**src/rtl/cadence_sched.sv**
```systemverilog
// Pedal cadence scheduler: measures the pedal period in prescaled ticks and
// tells downstream torque/power logic when a full revolution sample is valid.
module cadence_sched #(
    parameter bit FAST_SIM = 1'b1
) (
    input  logic       clk,
    input  logic       rst_n,
    input  logic       cadence_rise,
    output logic [7:0] cadence_per,
    output logic       per_vld,
    output logic       include_smpl,
    output logic       not_pedaling,
    output logic [1:0] state
);

    localparam logic [9:0] PRESC_MAX = FAST_SIM ? 10'd15 : 10'd1023;

    typedef enum logic [1:0] {
        ST_STOPPED = 2'b00,
        ST_SYNC    = 2'b01,
        ST_RUN     = 2'b10
    } state_t;

    state_t     state_r;
    state_t     state_nxt_s;
    logic [9:0] presc_r;
    logic [7:0] cnt_r;
    logic [7:0] cadence_per_r;
    logic       per_vld_r;
    logic       include_smpl_r;
    logic       not_pedaling_r;
    logic       tick_s;
    logic       sat_s;
    logic [7:0] per_nxt_s;
    logic       per_vld_nxt_s;
    logic       incl_nxt_s;

    assign tick_s = (presc_r == PRESC_MAX);
    // Saturation only fires on the tick that would push cnt past 0xFF.
    assign sat_s  = tick_s && (cnt_r == 8'hFF);

    // Prescaler: restarts on every rise so the period is phase-aligned to the pedal.
    always_ff @(posedge clk or negedge rst_n) begin
        if (!rst_n) begin
            presc_r <= 10'd0;
        end else if (cadence_rise || tick_s) begin
            presc_r <= 10'd0;
        end else begin
            presc_r <= presc_r + 10'd1;
        end
    end

    // Period counter in ticks, saturating; a rise wins over a coincident tick.
    always_ff @(posedge clk or negedge rst_n) begin
        if (!rst_n) begin
            cnt_r <= 8'd0;
        end else if (cadence_rise) begin
            cnt_r <= 8'd0;
        end else if (tick_s && (cnt_r != 8'hFF)) begin
            cnt_r <= cnt_r + 8'd1;
        end else begin
            cnt_r <= cnt_r;
        end
    end

    // State register.
    always_ff @(posedge clk or negedge rst_n) begin
        if (!rst_n) begin
            state_r <= ST_STOPPED;
        end else begin
            state_r <= state_nxt_s;
        end
    end

    // Next-state and next-output logic; cadence_rise takes priority over saturation.
    always_comb begin
        state_nxt_s   = state_r;
        per_nxt_s     = cadence_per_r;
        per_vld_nxt_s = 1'b0;
        incl_nxt_s    = 1'b0;
        case (state_r)
            ST_STOPPED: begin
                if (cadence_rise) begin
                    state_nxt_s = ST_SYNC;
                end else begin
                    state_nxt_s = ST_STOPPED;
                end
            end
            ST_SYNC: begin
                if (cadence_rise) begin
                    per_nxt_s     = cnt_r;
                    per_vld_nxt_s = 1'b1;
                    state_nxt_s   = ST_RUN;
                end else if (sat_s) begin
                    state_nxt_s = ST_STOPPED;
                end else begin
                    state_nxt_s = ST_SYNC;
                end
            end
            ST_RUN: begin
                if (cadence_rise) begin
                    per_nxt_s     = cnt_r;
                    per_vld_nxt_s = 1'b1;
                    incl_nxt_s    = 1'b1;
                    state_nxt_s   = ST_RUN;
                end else if (sat_s) begin
                    per_nxt_s     = 8'hFF;
                    per_vld_nxt_s = 1'b1;
                    state_nxt_s   = ST_STOPPED;
                end else begin
                    state_nxt_s = ST_RUN;
                end
            end
            default: begin
                state_nxt_s = ST_STOPPED;
            end
        endcase
    end

    // Registered outputs.
    always_ff @(posedge clk or negedge rst_n) begin
        if (!rst_n) begin
            cadence_per_r  <= 8'hFF;
            per_vld_r      <= 1'b0;
            include_smpl_r <= 1'b0;
            not_pedaling_r <= 1'b1;
        end else begin
            cadence_per_r  <= per_nxt_s;
            per_vld_r      <= per_vld_nxt_s;
            include_smpl_r <= incl_nxt_s;
            not_pedaling_r <= (state_nxt_s == ST_STOPPED);
        end
    end

    assign cadence_per  = cadence_per_r;
    assign per_vld      = per_vld_r;
    assign include_smpl = include_smpl_r;
    assign not_pedaling = not_pedaling_r;
    assign state        = state_r;

endmodule

```
**config.mk**
```make
export PLATFORM = sky130hd
export DESIGN_NAME = cadence_sched
export DESIGN_NICKNAME = d
export VERILOG_FILES = /design/src/rtl/cadence_sched.sv
export SDC_FILE = /design/constraint.sdc
export NUM_CORES = 1
export LEC_CHECK = 0
export CORE_ASPECT_RATIO = 0.75
export CORE_MARGIN = 3
export CORE_UTILIZATION = 39
export CTS_CLUSTER_DIAMETER = 150
export DETAILED_ROUTE_END_ITERATION = 8
export HOLD_SLACK_MARGIN = 0.03
export PLACE_DENSITY_LB_ADDON = 0.3
export SKIP_CTS_REPAIR_TIMING = 1
export SLEW_MARGIN = 20
export SYNTH_ARGS = -nofsm -noshare
export SYNTH_HDL_FRONTEND = slang
export SYNTH_SLANG_ARGS = --single-unit
```
**constraint.sdc**
```tcl
create_clock -name clk -period 5.2 [get_ports clk]
set_input_delay 1.04 -clock clk [delete_from_list [all_inputs] [get_ports clk]]
set_output_delay 1.04 -clock clk [all_outputs]
set_load 0.03 [all_outputs]
```
==> results of run 1 <==
-- report_power, final --
group / internal [uW] / switching (uW) / total, uW / leakage [uW]
combinational: 5.94 / 13.3 / 19.3 / 0.000288
sequential: 244 / 1.59 / 246 / 0.000388
clock: 93.6 / 84.6 / 178 / 0.0000422
total: 344 / 99.5 / 443 / 0.000718
-- metal layers --
layer	part of all wire, %	vias up	wire length (um)	global-route usage, %
met2	44	39	1440	23.5
li1	-	579	-	-
met3	4.9	8	158	4.56
met5	0	-	0	0
met4	2.4	0	79	10.9
met1	48	612	1570	21.0
-- worst paths after layout --
kind	from	to	slack (ns)	depth (start not counted)
max reg2reg	presc_r[4]	cnt_r[3]	2.66	4
max in group asynchronous	rst_n	cadence_per[6]	3.74	2
min reg2reg	presc_r[0]	presc_r[0]	0.47	1
min in group asynchronous	rst_n	presc_r[4]	1.14	2
min	presc_r[0]	presc_r[0]	0.47	1
max	presc_r[4]	cnt_r[3]	2.66	4
-- cell families (layout without fill, tap and decap cells) --
group                    after synthesis  count (layout)  share of synthesized area, %
AND/OR/NAND/NOR                       74              74                          23.9
flip-flops                            31              31                          52.6
AO/OA/AOI/OAI                         26              26                          10.6
buffers and inverters                 12              28                          3.18
XOR/XNOR                               8               8                          4.69
adder cells (fa/ha/maj)                6               6                          5.02
-- registers in the layout, indices dropped and copies added, names as in the netlist --
register / flops
presc_r: 10
state: 2
not_pedaling: 1
cnt_r: 8
include_smpl: 1
cadence_per: 8
per_vld: 1
-- placed cells by master (no fill, tap or decap) --
master,count
o21ai_1,1
inv_1,4
clkbuf_8,5
clkinv_2,1
nand2_1,24
clkbuf_1,2
nor2_1,14
a21o_1,1
xnor2_1,6
dfstp_2,9
and2_1,1
nor4_1,2
nand2b_1,1
nor2b_1,1
ha_1,6
a21boi_0,1
o21ai_0,4
nand4_1,2
a21oi_1,10
o21a_1,1
dfrtp_1,22
xor2_1,2
or3_1,2
o31ai_1,5
buf_4,1
o22ai_1,1
nand3_1,16
o41ai_1,2
and4_1,1
or2_2,1
or4_1,7
clkdlybuf4s50_1,15
nor3_1,2
-- worst reg2reg max path: stages (launching register included) --
cell and delay (ns):
dfrtp_1 0.42, or4_1 0.56, or4_1 0.70, or4_1 0.61, a21oi_1 0.17
-- per-stage QoR --
| step | power [uW] | utilization (%) | worst slack [ns] | instance area, um2 | hold slack (ns) |
|---|---|---|---|---|---|
| detailed placement | 270 | 48.5 | 2.36 | 1680 | 0.463 |
| global placement | 269 | 48.5 | 2.38 | 1680 | 0.448 |
| finish | 443 | 50.9 | 2.66 | 1760 | 0.469 |
| floorplan | 259 | - | 3.04 | 1500 | 0.433 |
| global route | 463 | 50.9 | 2.55 | 1760 | 0.483 |
| CTS | 450 | 50.9 | 2.58 | 1760 | 0.471 |
-- cell type report --
type                       count  area, um2  area share, %
clock buffer                   7       76.3           4.33
tap                           50       62.6           3.55
multi-input combinational    114        661           37.4
sequential                    31        787           44.6
clock inverter                 1       5.00          0.284
timing repair buffer          16        158           8.94
inverter                       4       15.0          0.851
==> qor.yml, run 1 <==
critical_path:
  worst_path_max_delay_cell: "or4_1"
  cp-end-kind: "flip-flop"
  crit_type: "flip-flop to flip-flop"
  critPathLaunchType: "flip-flop"
  slowest_delay_ns: 0.70
  cp_top_family: "simple AND/OR/NAND/NOR gates"
  arrival_ns: 2.74
  worstPathBufferInverterCount: 0
  path_cells: "or4_1, or4_1, or4_1, a21oi_1"
  worstPathMaxFanout: 19
  required_ns: 5.40
  worst_path_most_repeated_cell: "or4_1"
drt:
  routedWlPerCell_um: 14.5
  postRouteAntennaNets: 0
  viasPerCell: 5.55
  first_pass_iters: 4
  wirelength_um: 3240
  drc: 0
  drt_iter0_markers: 97
  vias: 1238
sta:
  setup_viol: 0
  relSlewSlack_pct: 48.1
  hold_viol: 0
  tns_ns: 0
  fin_crit_sh_pct: 48.8
  slew_violations: 0
  rsz0062_at_grt: "false"
  max_freq_ghz: 0.394
  tightest_slew_ns: 0.776
  fin_skew_ns: 0.00559
  fin_crit_ns: 2.54
synth:
  synth_area_um2: 1500
  synth_warnings: 0
  synthCells: 157
  ys_types: 29
  syn-num-nets: 166
  synthTopCellsByArea: "dfrtp_1 (37%), dfstp_2 (16%), nand2_1 (6.0%)"
  synth-async-reset-ratio_pct: 100
  synth_flop_cell: "dfrtp_1"
  synth_area_per_cell_um2: 9.52
  synth.most_common_cell: "nand2_1"
  post-synth-top-area-fraction_pct: 36.8
  ys_seq_area_share_pct: 52.6
  synth_largest_area_cell: "dfrtp_1"
  synth_edf_count: 0
  ys_top_cells_by_count: "nand2_1 (24), dfrtp_1 (22), nand3_1 (16)"
  ys_seq_elements: 31
power:
  peakVddDrop_v: 0.000162
  p_leak_uw: 0.000718
  p_per_area_nw_per_um2: 251
place:
  portBuffers: 15
  globalplace.congestion: 0.845
  hpwlAfterDp_um: 2250
  dpl.cell_count: 215
grt:
  antenna_found_initial: 0
  grt_overflow: 0
  grt_max_degree: 32
  grt_pass1_vias: 1263
  grt_pass1_wl_um: 5640
  track_usage_pct: 16.1
floorplan:
  die_x_um: 77.5
  core-area_um2: 3470
  dieArea_um2: 4620
  die_h_um: 59.6
  num_rows: 18
  io-pin-count: 16
  start_util_pct: 43.1
cells_and_area:
  layout-drive-gt1-share_pct: 9.83
  num-nets-final: 181
  synthToLayoutAreaGrowth_pct: 18.0
  n_antenna_cell: 0
  fill_cells: 339
  fin_cells: 223
cts:
  cts_num_sinks: 31
  cts_buffers: 5
  cts-htree-levels: 2
  clk_pin_slew_ns: 0.06
  clock_path_buffers: 2
  cts_tree: "built"
  clk_latency_ns: 0.28
  root_buffer: "clkbuf_8"
run:
  maxCapViolations: 0
worst_hold_path:
  hp-class: "flip-flop to flip-flop"
run_status:
  run_status: "finished clean"
Power figures use the tool's default switching activity.
==> run 2: changes to the inputs <==
==> constraint.sdc (replaced) <==
create_clock -name clk -period 2.5 [get_ports clk]
set_input_delay 0.5 -clock clk [delete_from_list [all_inputs] [get_ports clk]]
set_output_delay 0.5 -clock clk [all_outputs]
set_load 0.03 [all_outputs]
==> run 2 against run 1 <==
Effect of this change: sequential cell count unchanged; combinational power increased by 120%; final cell count increased by 1.8%; register-to-register slack got worse by 2.4 ns; sequential power increased by 110%; non-clock buffer count increased by 4; sequential share of layout area decreased by 0.84 points; critical path type unchanged; critical endpoint is now cnt_r[6].
==> qor.yml, run 2 (synthesis gave the netlist of run 1 again) <==
run_status:
  run_status: "finished clean"
critical_path:
  worstPathBufferInverterCount: 0  # unchanged
  worst_path_most_repeated_cell: "or4_1"
  worstPathMaxFanout: 14  # -5
  cp_top_family: "simple AND/OR/NAND/NOR gates"
  critPathLaunchType: "flip-flop"
  worst_path_max_delay_cell: "or4_1"
  arrival_ns: 2.45  # -0.29 ns
  path_cells: "or4_1, or4_4, or4_1, a21oi_1"
  crit_type: "flip-flop to flip-flop"
  cp-end-kind: "flip-flop"
  required_ns: 2.71  # -2.69 ns
  slowest_delay_ns: 0.55  # -0.15 ns
floorplan:
  io-pin-count: 16  # unchanged
  num_rows: 18  # unchanged
  die_h_um: 59.6  # unchanged
  start_util_pct: 43.1  # unchanged
  core-area_um2: 3470  # unchanged
  dieArea_um2: 4620  # unchanged
  die_x_um: 77.5  # unchanged
cells_and_area:
  largest_register_ffs: 10  # unchanged
  synthToLayoutAreaGrowth_pct: 20.3
  postLayoutCellArea_um2: 1800  # +1.9%
  final_cell_mix: "nand2_1 (24), dfrtp_1 (22), nand3_1 (16)"
  layout-drive-gt1-share_pct: 12.4  # +2.6 points
  fill_cells: 336  # -0.88%
  num-nets-final: 185  # +2.2%
  top_register: "presc_r"
  n_antenna_cell: 0  # unchanged
  fin_cells: 227  # +1.8%
  final_util_pct: 51.8  # +0.97 points
  layout.cells.most_common: "nand2_1"
drt:
  vias: 1197  # -3.3%
  postRouteAntennaNets: 0  # unchanged
  viasPerCell: 5.27  # -5.0%
  drc: 0  # unchanged
  first_pass_iters: 4  # unchanged
  drt_iter0_markers: 77  # -21%
  routedWlPerCell_um: 13.5  # -7.3%
  wirelength_um: 3060  # -5.6%
sta:
  fin_crit_sh_pct: 89.7  # +41 points
  max_freq_ghz: 0.446  # +13%
  hold_viol: 0  # unchanged
  setup_ws_ns: 0.257  # -2.40 ns
  slew_violations: 0  # unchanged
  rsz0062_at_grt: "false"
  setup_viol: 0  # unchanged
  fin_crit_ns: 2.24  # -0.297 ns
  relSlewSlack_pct: 64.0  # +16 points
  fin_skew_ns: 0.00751  # +0.00193 ns
  tightest_slew_ns: 0.535  # -0.241 ns
  tns_ns: 0  # unchanged
cts:
  cts-htree-levels: 2  # unchanged
  root_buffer: "clkbuf_8"
  cts_tree: "built"
  clk_pin_slew_ns: 0.06  # about the same
  cts_buffers: 5  # unchanged
  clock_path_buffers: 2  # unchanged
  cts_num_sinks: 31  # unchanged
  clk_latency_ns: 0.28  # about the same
place:
  dpl.cell_count: 219  # +1.9%
  pre_cts_slack_ns: 0.134  # -2.23 ns
  hpwlAfterDp_um: 2130  # -5.4%
  globalplace.congestion: 0.770  # -8.9%
  portBuffers: 15  # unchanged
  dpl-instance-area_um2: 1710  # +1.8%
grt:
  grt_pass1_vias: 1246  # -1.3%
  antenna_found_initial: 0  # unchanged
  track_usage_pct: 15.9  # -0.18 points
  grt_max_degree: 32  # unchanged
  grt_pass1_wl_um: 5600  # -0.87%
  grt_overflow: 0  # unchanged
worst_hold_path:
  hp-class: "flip-flop to flip-flop"
power:
  p_leak_uw: 0.000739  # +2.9%
  peakVddDrop_v: 0.000399  # +150%
  p_per_area_nw_per_um2: 517  # +110%
run:
  maxCapViolations: 0  # unchanged
[run 2: final cells by class]
type                       count  area, um2  area share [%]
clock buffer                   7       76.3            4.24
clock inverter                 1       5.00           0.278
inverter                       4       15.0           0.835
multi-input combinational    114        664            37.0
sequential                    31        787            43.8
tap                           50       62.6            3.48
timing repair buffer          20        188            10.4
[run 2: final timing paths]
kind	from	endpoint	slack, ns	depth (start not counted)
max in group asynchronous	rst_n	cadence_per[5]	1.58	2
setup reg to reg	presc_r[4]	cnt_r[6]	0.26	4
setup / recovery	presc_r[4]	cnt_r[6]	0.26	4
min in group asynchronous	rst_n	cnt_r[1]	0.60	2
hold reg to reg	presc_r[0]	presc_r[0]	0.48	1
hold / removal	presc_r[0]	presc_r[0]	0.48	1
[run 2: stage by stage]
| stage | power (uW) | hold slack [ns] |
|---|---|---|
| 2_1_floorplan | 540 | 0.204 |
| 3_3_place_gp | 563 | 0.446 |
| 3_5_place_dp | 564 | 0.468 |
| 4_1_cts | 939 | 0.476 |
| 5_1_grt | 971 | 0.483 |
| 6_report | 929 | 0.476 |
[run 2: metal layers]
layer | vias up | track usage [%] | part of all wire, %
li1 | 586 | - | -
met1 | 557 | 20.3 | 46
met2 | 40 | 23.7 | 43
met3 | 14 | 4.86 | 7.2
met4 | 0 | 10.2 | 3.2
met5 | - | 0 | 0
[run 2: power breakdown]
part           internal (uW)  switching [uW]
registers                508            3.30
logic                   14.3            28.4
clock network            195             180
total                    717             212
==> run 3: changes to the inputs <==
--- a/config.mk
+++ b/config.mk
@@ -6,7 +6,6 @@
 export NUM_CORES = 1
 export LEC_CHECK = 0
 export CORE_ASPECT_RATIO = 0.75
-export CORE_MARGIN = 3
 export CORE_UTILIZATION = 39
 export CTS_CLUSTER_DIAMETER = 150
 export DETAILED_ROUTE_END_ITERATION = 8
==> run 3 against run 2 <==
Effect of this change: sequential share of layout area decreased by 0.48 points; routed wire length decreased by 0.36%; first-iteration DRC count increased by 5.2%; utilization decreased by 2.2 points; fmax decreased by 1.8%.
==> qor.yml, run 3 (synthesis gave the netlist of run 1 again) <==
run_status:
  run_status: "finished clean"
cells_and_area:
  num-nets-final: 186  # +0.54%
  final_cell_mix: "nand2_1 (24), dfrtp_1 (22), nand3_1 (16)"
  fill_cells: 357  # +6.3%
  top_register: "presc_r"
  layout-drive-gt1-share_pct: 13.5  # +1.1 points
  synthToLayoutAreaGrowth_pct: 21.6
  n_antenna_cell: 0  # unchanged
  layout.cells.most_common: "nand2_1"
  largest_register_ffs: 10  # unchanged
critical_path:
  worst_path_most_repeated_cell: "or4_1"
  arrival_ns: 2.49  # +0.04 ns
  worstPathMaxFanout: 16  # +2
  worstPathBufferInverterCount: 0  # unchanged
  worst_path_max_delay_cell: "or4_1"
  cp_top_family: "simple AND/OR/NAND/NOR gates"
  required_ns: 2.70  # about the same
  critPathLaunchType: "flip-flop"
  cp-end-kind: "flip-flop"
  crit_type: "flip-flop to flip-flop"
  path_cells: "or4_1, or4_4, or4_1, a21oi_1"
  slowest_delay_ns: 0.55  # about the same
grt:
  track_usage_pct: 17.8  # +1.8 points
  antenna_found_initial: 0  # unchanged
  grt_overflow: 0  # unchanged
  grt_max_degree: 32  # unchanged
  grt_pass1_vias: 1219  # -2.2%
  grt_pass1_wl_um: 5490  # -2.0%
sta:
  rsz0062_at_grt: "false"
  fin_crit_sh_pct: 91.4  # +1.7 points
  tightest_slew_ns: 0.407  # -0.127 ns
  setup_viol: 0  # unchanged
  fin_crit_ns: 2.28  # +0.0419 ns
  fin_skew_ns: 0.00947  # +0.00196 ns
  slew_violations: 0  # unchanged
  relSlewSlack_pct: 72.6  # +8.6 points
  max_freq_ghz: 0.438  # -1.8%
  hold_viol: 0  # unchanged
  holdWs_ns: 0.484  # +0.00811 ns
  tns_ns: 0  # unchanged
cts:
  clk_pin_slew_ns: 0.06  # about the same
  root_buffer: "clkbuf_8"
  clock_path_buffers: 2  # unchanged
  cts_num_sinks: 31  # unchanged
  cts_buffers: 5  # unchanged
  clk_latency_ns: 0.29  # about the same
  cts-htree-levels: 2  # unchanged
  cts_tree: "built"
drt:
  first_pass_iters: 5  # +1
  vias: 1209  # +1.0%
  wirelength_um: 3050  # -0.36%
  drt_iter0_markers: 81  # +5.2%
  postRouteAntennaNets: 0  # unchanged
  routedWlPerCell_um: 13.3  # -1.7%
  drc: 0  # unchanged
  viasPerCell: 5.26  # -0.31%
floorplan:
  start_util_pct: 40.8  # -2.3 points
  dieArea_um2: 4090  # -12%
  io-pin-count: 16  # unchanged
  core-area_um2: 3660  # +5.6%
  die_x_um: 73.5  # -5.2%
  num_rows: 19  # +1
  die_h_um: 55.6  # -6.7%
worst_hold_path:
  hp-class: "flip-flop to flip-flop"
power:
  p_int_uw: 744  # +3.7%
  swShare_pct: 22.4  # -0.39 points
  power.switching_uw: 215  # +1.4%
  clockPowerShare_pct: 42.3  # +1.9 points
  power.share.sequential_pct: 53.4  # -1.6 points
  p_leak_uw: 0.000750  # +1.6%
  p_per_area_nw_per_um2: 527  # +2.1%
  pwr-share-comb_pct: 4.4  # -0.2 points
  peakVddDrop_v: 0.000306  # -23%
place:
  portBuffers: 15  # unchanged
  hpwlAfterDp_um: 2040  # -4.1%
  globalplace.congestion: 0.793  # +3.0%
run:
  maxCapViolations: 0  # unchanged
## run 3: cell types whose count changed in the layout (fill, tap and decap cells not counted), sizes merged
cell,delta
buf,+1
## run 3: worst min-delay path, cell delays in order, from the launching register on
cell and delay (ns):
dfstp_2 0.37, nand2_1 0.05, nand3_1 0.07
## run 3: worst paths after layout
check                           depth (start not counted)              to  slack [ns]            from
worst max register to register                          4        cnt_r[3]        0.22      presc_r[4]
worst min register to register                          2  cadence_per[0]        0.48  cadence_per[0]
worst min-delay path                                    2  cadence_per[0]        0.48  cadence_per[0]
worst max-delay path                                    4        cnt_r[3]        0.22      presc_r[4]
min in group asynchronous                               2        state[0]        0.60           rst_n
max in group asynchronous                               2  cadence_per[6]        1.59           rst_n
## run 3: layout make-up
class	count	area [um2]	share of cell area (%)
clock buffers	7	86.3	4.75
clock inverters	1	5.00	0.275
inverters	4	15.0	0.826
multi-input cells	114	664	36.5
flip-flops and latches	31	787	43.3
well taps	52	65.1	3.58
repair buffers	21	195	10.7
## run 3: power groups by stage
| stage | combinational (uW) | sequential [uW] | clock [uW] |
|---|---|---|---|
| final | 42.0 | 512 | 405 |
| after global routing | 48.1 | 512 | 439 |
| after CTS | 42.9 | 511 | 417 |
| after detailed placement | 43.0 | 520 | 0 |
| after global placement | 42.0 | 520 | 0 |
| after floorplan | 16.8 | 523 | 0 |
## run 3: per-stage QoR
| stage | util [%] | area, um2 | setup WS, ns | instances | power (uW) |
|---|---|---|---|---|---|
| after floorplan | - | 1500 | 0.339 | 157 | 540 |
| after global placement | 47.1 | 1720 | 0.154 | 222 | 562 |
| after detailed placement | 47.1 | 1720 | 0.0656 | 222 | 563 |
| after CTS | 49.6 | 1810 | 0.0475 | 230 | 971 |
| after global routing | 49.7 | 1820 | 0.106 | 230 | 1000 |
| final | 49.7 | 1820 | 0.215 | 230 | 959 |
## run 3: metal layers
| layer | up-vias | global-route usage (%) | wire length [um] |
|---|---|---|---|
| met5 | - | 0 | 0 |
| met4 | 0 | 8.52 | 67 |
| met3 | 7 | 4.89 | 147 |
| met2 | 29 | 27.0 | 1430 |
| met1 | 583 | 23.3 | 1400 |
| li1 | 590 | - | - |
